==> config.mk <==
export PLATFORM = sky130hd
export DESIGN_NAME = svm_ctrl
export DESIGN_NICKNAME = d
export VERILOG_FILES = /design/src/rtl/svm_pkg.sv /design/src/rtl/svm_skew_line.sv /design/src/rtl/svm_ctrl.sv
export SDC_FILE = /design/constraint.sdc
export NUM_CORES = 1
export LEC_CHECK = 0
export ABC_AREA = 1
export CORE_AREA = 2 2 188 190
export DETAILED_ROUTE_END_ITERATION = 10
export DIE_AREA = 0 0 190 192
export GPL_ROUTABILITY_DRIVEN = 0
export PLACE_DENSITY = 0.53
export REMOVE_ABC_BUFFERS = 1
export SKIP_LAST_GASP = 1
export SYNTH_ARGS = -nofsm -noshare
export SYNTH_HDL_FRONTEND = slang
export SYNTH_SLANG_ARGS = --single-unit
==> constraint.sdc <==
create_clock -name clk -period 2.26 [get_ports clk]
set_input_delay 0.678 -clock clk [delete_from_list [all_inputs] [get_ports clk]]
set_output_delay 0.678 -clock clk [all_outputs]
set_load 0.05 [all_outputs]
==> src/rtl/svm_pkg.sv <==
// svm_pkg: shared defaults and the controller state encoding for the SVM
// classification controller and its helpers.
package svm_pkg;

    localparam int SVM_DATA_SIZE  = 32;
    localparam int SVM_ACCUM_SIZE = 64;
    localparam int SVM_NUM_FEAT   = 2;
    localparam int SVM_MAX_SV     = 256;

    typedef enum logic [2:0] {
        IDLE   = 3'd0,
        FETCH  = 3'd1,
        STREAM = 3'd2,
        DRAIN  = 3'd3,
        DONE   = 3'd4
    } svm_state_e;

endpackage

==> src/rtl/svm_skew_line.sv <==
// svm_skew_line: fixed-depth register delay line, cleared by synchronous reset.
// Used to skew the stage-0 control/operand bundle onto later pipeline stages.
module svm_skew_line #(
    parameter int WIDTH = 8,
    parameter int DEPTH = 1
) (
    input  logic             clk_i,
    input  logic             rst_i,
    input  logic [WIDTH-1:0] d_i,
    output logic [WIDTH-1:0] q_o
);

    logic [WIDTH-1:0] pipe_q [DEPTH];

    // Shift the input one slot per clock; reset flushes every slot to zero.
    always_ff @(posedge clk_i) begin
        if (rst_i) begin
            for (int i = 0; i < DEPTH; i++) begin
                pipe_q[i] <= '0;
            end
        end else begin
            pipe_q[0] <= d_i;
            for (int i = 1; i < DEPTH; i++) begin
                pipe_q[i] <= pipe_q[i-1];
            end
        end
    end

    assign q_o = pipe_q[DEPTH-1];

endmodule

==> src/rtl/svm_ctrl.sv <==
// svm_ctrl: sequences one SVM classification through a chain of NUM_FEAT
// multiply-accumulate stages. Reads N support vectors from memory, streams
// feature i of each vector into stage i (stage i lags stage 0 by i cycles),
// waits for the chain to drain and offers the final accumulator on a
// valid/ready handshake.
// Optional build macro: SVM_CTRL_BIAS_EN adds a signed bias input, adds it to
// the result and exposes the class decision on res_class.
module svm_ctrl
    import svm_pkg::*;
#(
    parameter int DATA_SIZE  = SVM_DATA_SIZE,
    parameter int ACCUM_SIZE = SVM_ACCUM_SIZE,
    parameter int NUM_FEAT   = SVM_NUM_FEAT,
    parameter int MAX_SV     = SVM_MAX_SV,
    localparam int SVA_W     = $clog2(MAX_SV)
) (
    input  logic                          clk,
    input  logic                          rst,
    input  logic                          start,
    input  logic [SVA_W:0]                num_sv,
    input  logic [NUM_FEAT*DATA_SIZE-1:0] vec_in,
    output logic                          busy,
    output logic                          err,
    output logic                          sv_rd_en,
    output logic [SVA_W-1:0]              sv_addr,
    input  logic [NUM_FEAT*DATA_SIZE-1:0] sv_rdata,
    output logic [NUM_FEAT-1:0]           stage_start,
    output logic [NUM_FEAT-1:0]           stage_last,
    output logic [NUM_FEAT*DATA_SIZE-1:0] stage_sv,
    output logic [NUM_FEAT*DATA_SIZE-1:0] vec_out,
    output logic [ACCUM_SIZE-1:0]         accum_seed,
    input  logic [ACCUM_SIZE-1:0]         accum_fin,
`ifdef SVM_CTRL_BIAS_EN
    input  logic signed [ACCUM_SIZE-1:0]  bias,
    output logic                          res_class,
`endif
    output logic                          res_valid,
    input  logic                          res_ready,
    output logic [ACCUM_SIZE-1:0]         res_data
);

    localparam logic [SVA_W:0] MinSv     = (SVA_W+1)'(2);
    localparam logic [SVA_W:0] MaxSv     = (SVA_W+1)'(MAX_SV);
    localparam logic [SVA_W:0] DrainLast = (SVA_W+1)'(NUM_FEAT - 1);
    localparam logic [SVA_W:0] One       = (SVA_W+1)'(1);

    svm_state_e                    state_q, state_d;
    logic [SVA_W:0]                cnt_q, cnt_d;
    logic [SVA_W:0]                n_q, n_d;
    logic [NUM_FEAT*DATA_SIZE-1:0] vec_q, vec_d;
    logic                          err_q, err_d;
    logic [ACCUM_SIZE-1:0]         res_data_q, res_data_d;
    logic [ACCUM_SIZE-1:0]         result;
    logic [SVA_W:0]                nLast;
    logic                          streaming;
    logic                          start0;
    logic                          last0;

`ifdef SVM_CTRL_BIAS_EN
    logic [ACCUM_SIZE-1:0] bias_q, bias_d;

    // Final result: chain output plus the bias captured with the request.
    always_comb begin
        result = accum_fin + bias_q;
    end
`else
    // Final result is the chain output unchanged.
    always_comb begin
        result = accum_fin;
    end
`endif

    assign nLast     = n_q - One;
    assign streaming = (state_q == STREAM);

    // State register and datapath captures; reset abandons any operation.
    always_ff @(posedge clk) begin
        if (rst) begin
            state_q    <= IDLE;
            cnt_q      <= '0;
            n_q        <= '0;
            vec_q      <= '0;
            err_q      <= 1'b0;
            res_data_q <= '0;
`ifdef SVM_CTRL_BIAS_EN
            bias_q     <= '0;
`endif
        end else begin
            state_q    <= state_d;
            cnt_q      <= cnt_d;
            n_q        <= n_d;
            vec_q      <= vec_d;
            err_q      <= err_d;
            res_data_q <= res_data_d;
`ifdef SVM_CTRL_BIAS_EN
            bias_q     <= bias_d;
`endif
        end
    end

    // Next-state logic: start is only honoured in IDLE; bad counts are rejected.
    always_comb begin
        state_d    = state_q;
        cnt_d      = cnt_q;
        n_d        = n_q;
        vec_d      = vec_q;
        err_d      = 1'b0;
        res_data_d = res_data_q;
`ifdef SVM_CTRL_BIAS_EN
        bias_d     = bias_q;
`endif
        case (state_q)
            IDLE: begin
                if (start) begin
                    if ((num_sv < MinSv) || (num_sv > MaxSv)) begin
                        err_d = 1'b1;
                    end else begin
                        n_d     = num_sv;
                        vec_d   = vec_in;
`ifdef SVM_CTRL_BIAS_EN
                        bias_d  = bias;
`endif
                        cnt_d   = '0;
                        state_d = FETCH;
                    end
                end
            end
            FETCH: begin
                cnt_d   = '0;
                state_d = STREAM;
            end
            STREAM: begin
                if (cnt_q == nLast) begin
                    cnt_d   = '0;
                    state_d = DRAIN;
                end else begin
                    cnt_d = cnt_q + One;
                end
            end
            DRAIN: begin
                if (cnt_q == DrainLast) begin
                    res_data_d = result;
                    state_d    = DONE;
                end else begin
                    cnt_d = cnt_q + One;
                end
            end
            DONE: begin
                if (res_ready) begin
                    state_d = IDLE;
                end
            end
            default: begin
                state_d = IDLE;
            end
        endcase
    end

    // Memory read strobe runs one vector ahead of the stream; stage-0 markers.
    always_comb begin
        sv_rd_en = 1'b0;
        sv_addr  = '0;
        start0   = 1'b0;
        last0    = 1'b0;
        case (state_q)
            FETCH: begin
                sv_rd_en = 1'b1;
            end
            STREAM: begin
                start0 = (cnt_q == '0);
                last0  = (cnt_q == nLast);
                if (cnt_q != nLast) begin
                    sv_rd_en = 1'b1;
                    sv_addr  = SVA_W'(cnt_q + One);
                end
            end
            default: begin
                sv_rd_en = 1'b0;
            end
        endcase
    end

    for (genvar i = 0; i < NUM_FEAT; i++) begin : g_stage
        logic [DATA_SIZE-1:0] featSv;

        assign featSv = streaming ? sv_rdata[i*DATA_SIZE +: DATA_SIZE] : '0;

        if (i == 0) begin : g_direct
            assign stage_start[0]                = start0;
            assign stage_last[0]                 = last0;
            assign stage_sv[0 +: DATA_SIZE]      = featSv;
        end else begin : g_skew
            logic [DATA_SIZE+1:0] skewOut;

            svm_skew_line #(
                .WIDTH (DATA_SIZE + 2),
                .DEPTH (i)
            ) u_skew (
                .clk_i (clk),
                .rst_i (rst),
                .d_i   ({start0, last0, featSv}),
                .q_o   (skewOut)
            );

            assign stage_start[i]                     = skewOut[DATA_SIZE+1];
            assign stage_last[i]                      = skewOut[DATA_SIZE];
            assign stage_sv[i*DATA_SIZE +: DATA_SIZE] = skewOut[DATA_SIZE-1:0];
        end
    end

    assign busy       = (state_q != IDLE);
    assign err        = err_q;
    assign res_valid  = (state_q == DONE);
    assign res_data   = res_data_q;
    assign vec_out    = vec_q;
    assign accum_seed = '0;
`ifdef SVM_CTRL_BIAS_EN
    assign res_class  = ~res_data_q[ACCUM_SIZE-1];
`endif

endmodule

==> flow_summary.toml <==
[sta]
slew_headroom_pct = 64.0
post-route-min-period_ns = 2.75
skew_ns = 0.0101
slew_viol_final = 0
grt_setup_unrepaired = "true"
hold_viol_final = 0
setup_viol = 43
tightestPinTransition_ns = 0.542
max_freq_mhz = 363
layout_worst_path_cycle_share_pct = 122
final.setup.worst_slack_ns = -0.493

[synth]
synth_top_family_by_area = "simple AND/OR/NAND/NOR gates"
adder_and_majority_gate_portion_of_the_synthesized_area_pct = 0.654
instance_count_of_the_mapped_netlist = 1044
syn-cell-area_mm2 = 0.00765
syn-mean-instance-area_um2 = 7.33
synth_simple_gate_area_share_pct = 23.7
synth-compound-area-share_pct = 10.6
seq_area_frac_synth_pct = 48.2
synth-xor-area-share_pct = 1.49
synthDistinctLibCells = 32
postSynthRegisterBits = 184
synthMuxAreaShare_pct = 0
synth_warnings = 0

[critical_path]
critical_register_to_register_path_endpoint = "res_data[23]$_SDFFE_PP0P_"
endpoint = "sv_rd_en"
cp_data_required_time_ns = 1.58
startpoint_of_the_worst_slack_reg_to_reg_timing_path = "cnt_q[1]$_SDFFE_PP0P_"
critical_path_peak_fanout = 8
criticalPathCategory = "flip-flop to primary output"
worst_reg2reg_setup_slack_ns = 0.24
worst-endpoint-arrival_ns = 2.08
setup.worst_path.end_class = "primary output"
critical_path_startpoint_category = "flip-flop"
r2r.worst_path.cells = 11
setup.worst_path.start = "n_q[0]$_SDFFE_PP0P_"

[clock_tree]
cts_inserted_buffers = 17
clk_path_buf_depth = 2
clockRootBuffer = "sky130_fd_sc_hd__clkbuf_16"
clkSinkCount = 184
tritoncts = "yes"
worst_skew_pair.late_latency_ns = 0.45
clkSlewWorstSetupHoldPaths_ns = 0.08
cts_htree_levels = 4

[grt]
grtUsageTotal_pct = 14.1
grt_pass1_vias = 7411
largest_net_degree_at_the_start_of_global_routing = 66
grt_antenna_before_repair = 0
grt_first_pass_wirelength_um = 40300
globalRouteOverflowTotal = 0

[layout]
layout.nets = 1701
fraction_of_layout_cells_with_a_size_suffix_above_1_pct = 16.7
most_common_cell_after_layout_fill_and_taps_aside = "sky130_fd_sc_hd__nor2_1"
syn2layout_area_growth_pct = 80.8
antenna_cells_inserted = 0
layout.cell_area.non_filler_mm2 = 0.0138
top_library_cells_by_usage_in_the_layout_fill_and_taps_aside = "sky130_fd_sc_hd__nor2_1, sky130_fd_sc_hd__clkdlybuf4s50_1, sky130_fd_sc_hd__dfxtp_1, sky130_fd_sc_hd__dlygate4sd2_1, sky130_fd_sc_hd__o21ai_0"

[routing]
detailroute.via_count = 7782
drc_errors = 0
drtIter0Drc = 280
detail-route-antenna-nets = 0
detail_route.wirelength_um = 26700
wire_per_inst_um = 13.6
routed_via_density = 3.97
drt-pass1-iter-count = 6

[floorplan]
placeable_area_mm2 = 0.0343
io-pin-count = 477
floorplan.initialDensity_pct = 22.3
die_h_um = 192
die_area_mm2 = 0.0365
floorplan.die.width_um = 190
std_cell_rows = 68

[placement]
portBuffers = 412
detailedPlacementHpwl_um = 19400
postPlaceCellArea_mm2 = 0.0127

[power_and_ir_drop]
post-layout-total-power_mw = 13.2
p_leak_nw = 6.66
power.ir.vdd_worst_mv = 0.627
power_per_cell_area_mw_per_mm2 = 957

[job]
cap_violations = 0

[outcome]
run_status = "finished with violations"
failing_checks = "negative setup slack"

[worst_hold_path]
path_category_of_the_worst_min_delay_check = "flip-flop to flip-flop"
metal layers:
metal  vias to the layer above  share of wire [%]  track usage, %
met5                         -                  0               0
met4                         0                1.2            3.76
met3                        23                7.3            4.79
met2                       248                 49            23.6
met1                      3527                 43            17.1
li1                       3984                  -               -
worst max-delay path, cell delays in order (launching register included):
cell and delay [ns]:
sky130_fd_sc_hd__dfxtp_2 0.34, sky130_fd_sc_hd__inv_2 0.05, sky130_fd_sc_hd__ha_4 0.23, sky130_fd_sc_hd__xnor2_1 0.11, sky130_fd_sc_hd__nor2_1 0.11, sky130_fd_sc_hd__nand3_2 0.10, sky130_fd_sc_hd__nor2_4 0.13, sky130_fd_sc_hd__nand3_4 0.16
sky130_fd_sc_hd__nand2_4 0.16, sky130_fd_sc_hd__nand2_4 0.07, sky130_fd_sc_hd__buf_8 0.15
cell usage after synthesis, drive strengths merged:
cell type,n,area share [%]
a21oi,13,0.85
buf,88,8.1
clkbuf,29,1.4
clkinv,1,0.049
conb,1,0.049
dfxtp,184,48
ha,4,0.65
inv,116,5.7
nand2,52,2.7
nand3,26,1.9
nand3b,1,0.098
nand4,5,0.41
nor2,355,18
nor3,6,0.54
nor4,2,0.16
o211ai,6,0.59
o21ai,140,9.2
or2,2,0.16
xnor2,4,0.46
xor2,9,1.0
worst min-delay path by stage:
stage | cells after the start | end | start | slack [ns]
after floorplan | 2 | n_q[1]$_SDFFE_PP0P_ | n_q[1]$_SDFFE_PP0P_ | 0.45
after global placement | 2 | res_data[52]$_SDFFE_PP0P_ | res_data[52]$_SDFFE_PP0P_ | 0.46
after detailed placement | 2 | res_data[27]$_SDFFE_PP0P_ | res_data[27]$_SDFFE_PP0P_ | 0.47
after CTS | 2 | res_data[27]$_SDFFE_PP0P_ | res_data[27]$_SDFFE_PP0P_ | 0.48
after global routing | 2 | res_data[22]$_SDFFE_PP0P_ | res_data[22]$_SDFFE_PP0P_ | 0.50
final | 2 | res_data[18]$_SDFFE_PP0P_ | res_data[18]$_SDFFE_PP0P_ | 0.48
registers in the layout (all words and copies together), names as in the netlist:
name and flops:
res_data 64, vec_out 64, g_stage.g_skew.u_skew.pipe_q 34, cnt_q 9, n_q 9, state_q 3
err 1
cell families after synthesis:
| kind of cell | after synthesis |
|---|---|
| DFF | 184 |
| adders and majority gates | 4 |
| AOI/OAI and AO/OA | 159 |
| and+or+nand+nor | 449 |
| other | 1 |
| buffers and inverters | 234 |
| xor gates and xnor gates | 13 |
power by group:
part / internal (mW) / switching, mW
Sequential: 3.64 / 0.206
Clock: 1.80 / 1.44
Combinational: 2.30 / 3.85
Total: 7.74 / 5.49
repair_timing:
action,4_1_cts,5_1_grt
endpoints found under the setup margin,194,121
setup buffers,8,6
hold buffers,0,0
resized for setup,252,33
endpoints found under the hold margin,0,0
pin swaps,12,14
gates cloned,4,1
final cells by class:
class,count,area [µm²]
fill,3520,20500
sequential,184,3700
timing repair buffer,483,5080
inverter,117,448
multi-input combinational,689,3390
tap,455,569
clock buffer,18,439
clock inverter,14,190
per-stage QoR:
stage	worst slack, ns	utilization (%)	setup TNS, ns	instances	hold slack (ns)
detailed placement	-0.362	37.1	-27.80	1910	0.471
global route	-0.660	40.3	-14.38	1960	0.499
floorplan	-1.14	-	-111.99	990	0.450
global placement	-0.306	37.1	-23.70	1910	0.462
CTS	-0.505	39.8	-10.07	1954	0.484
finish	-0.493	40.3	-9.84	1960	0.477
Note: power is estimated with default switching activity, not from simulation.
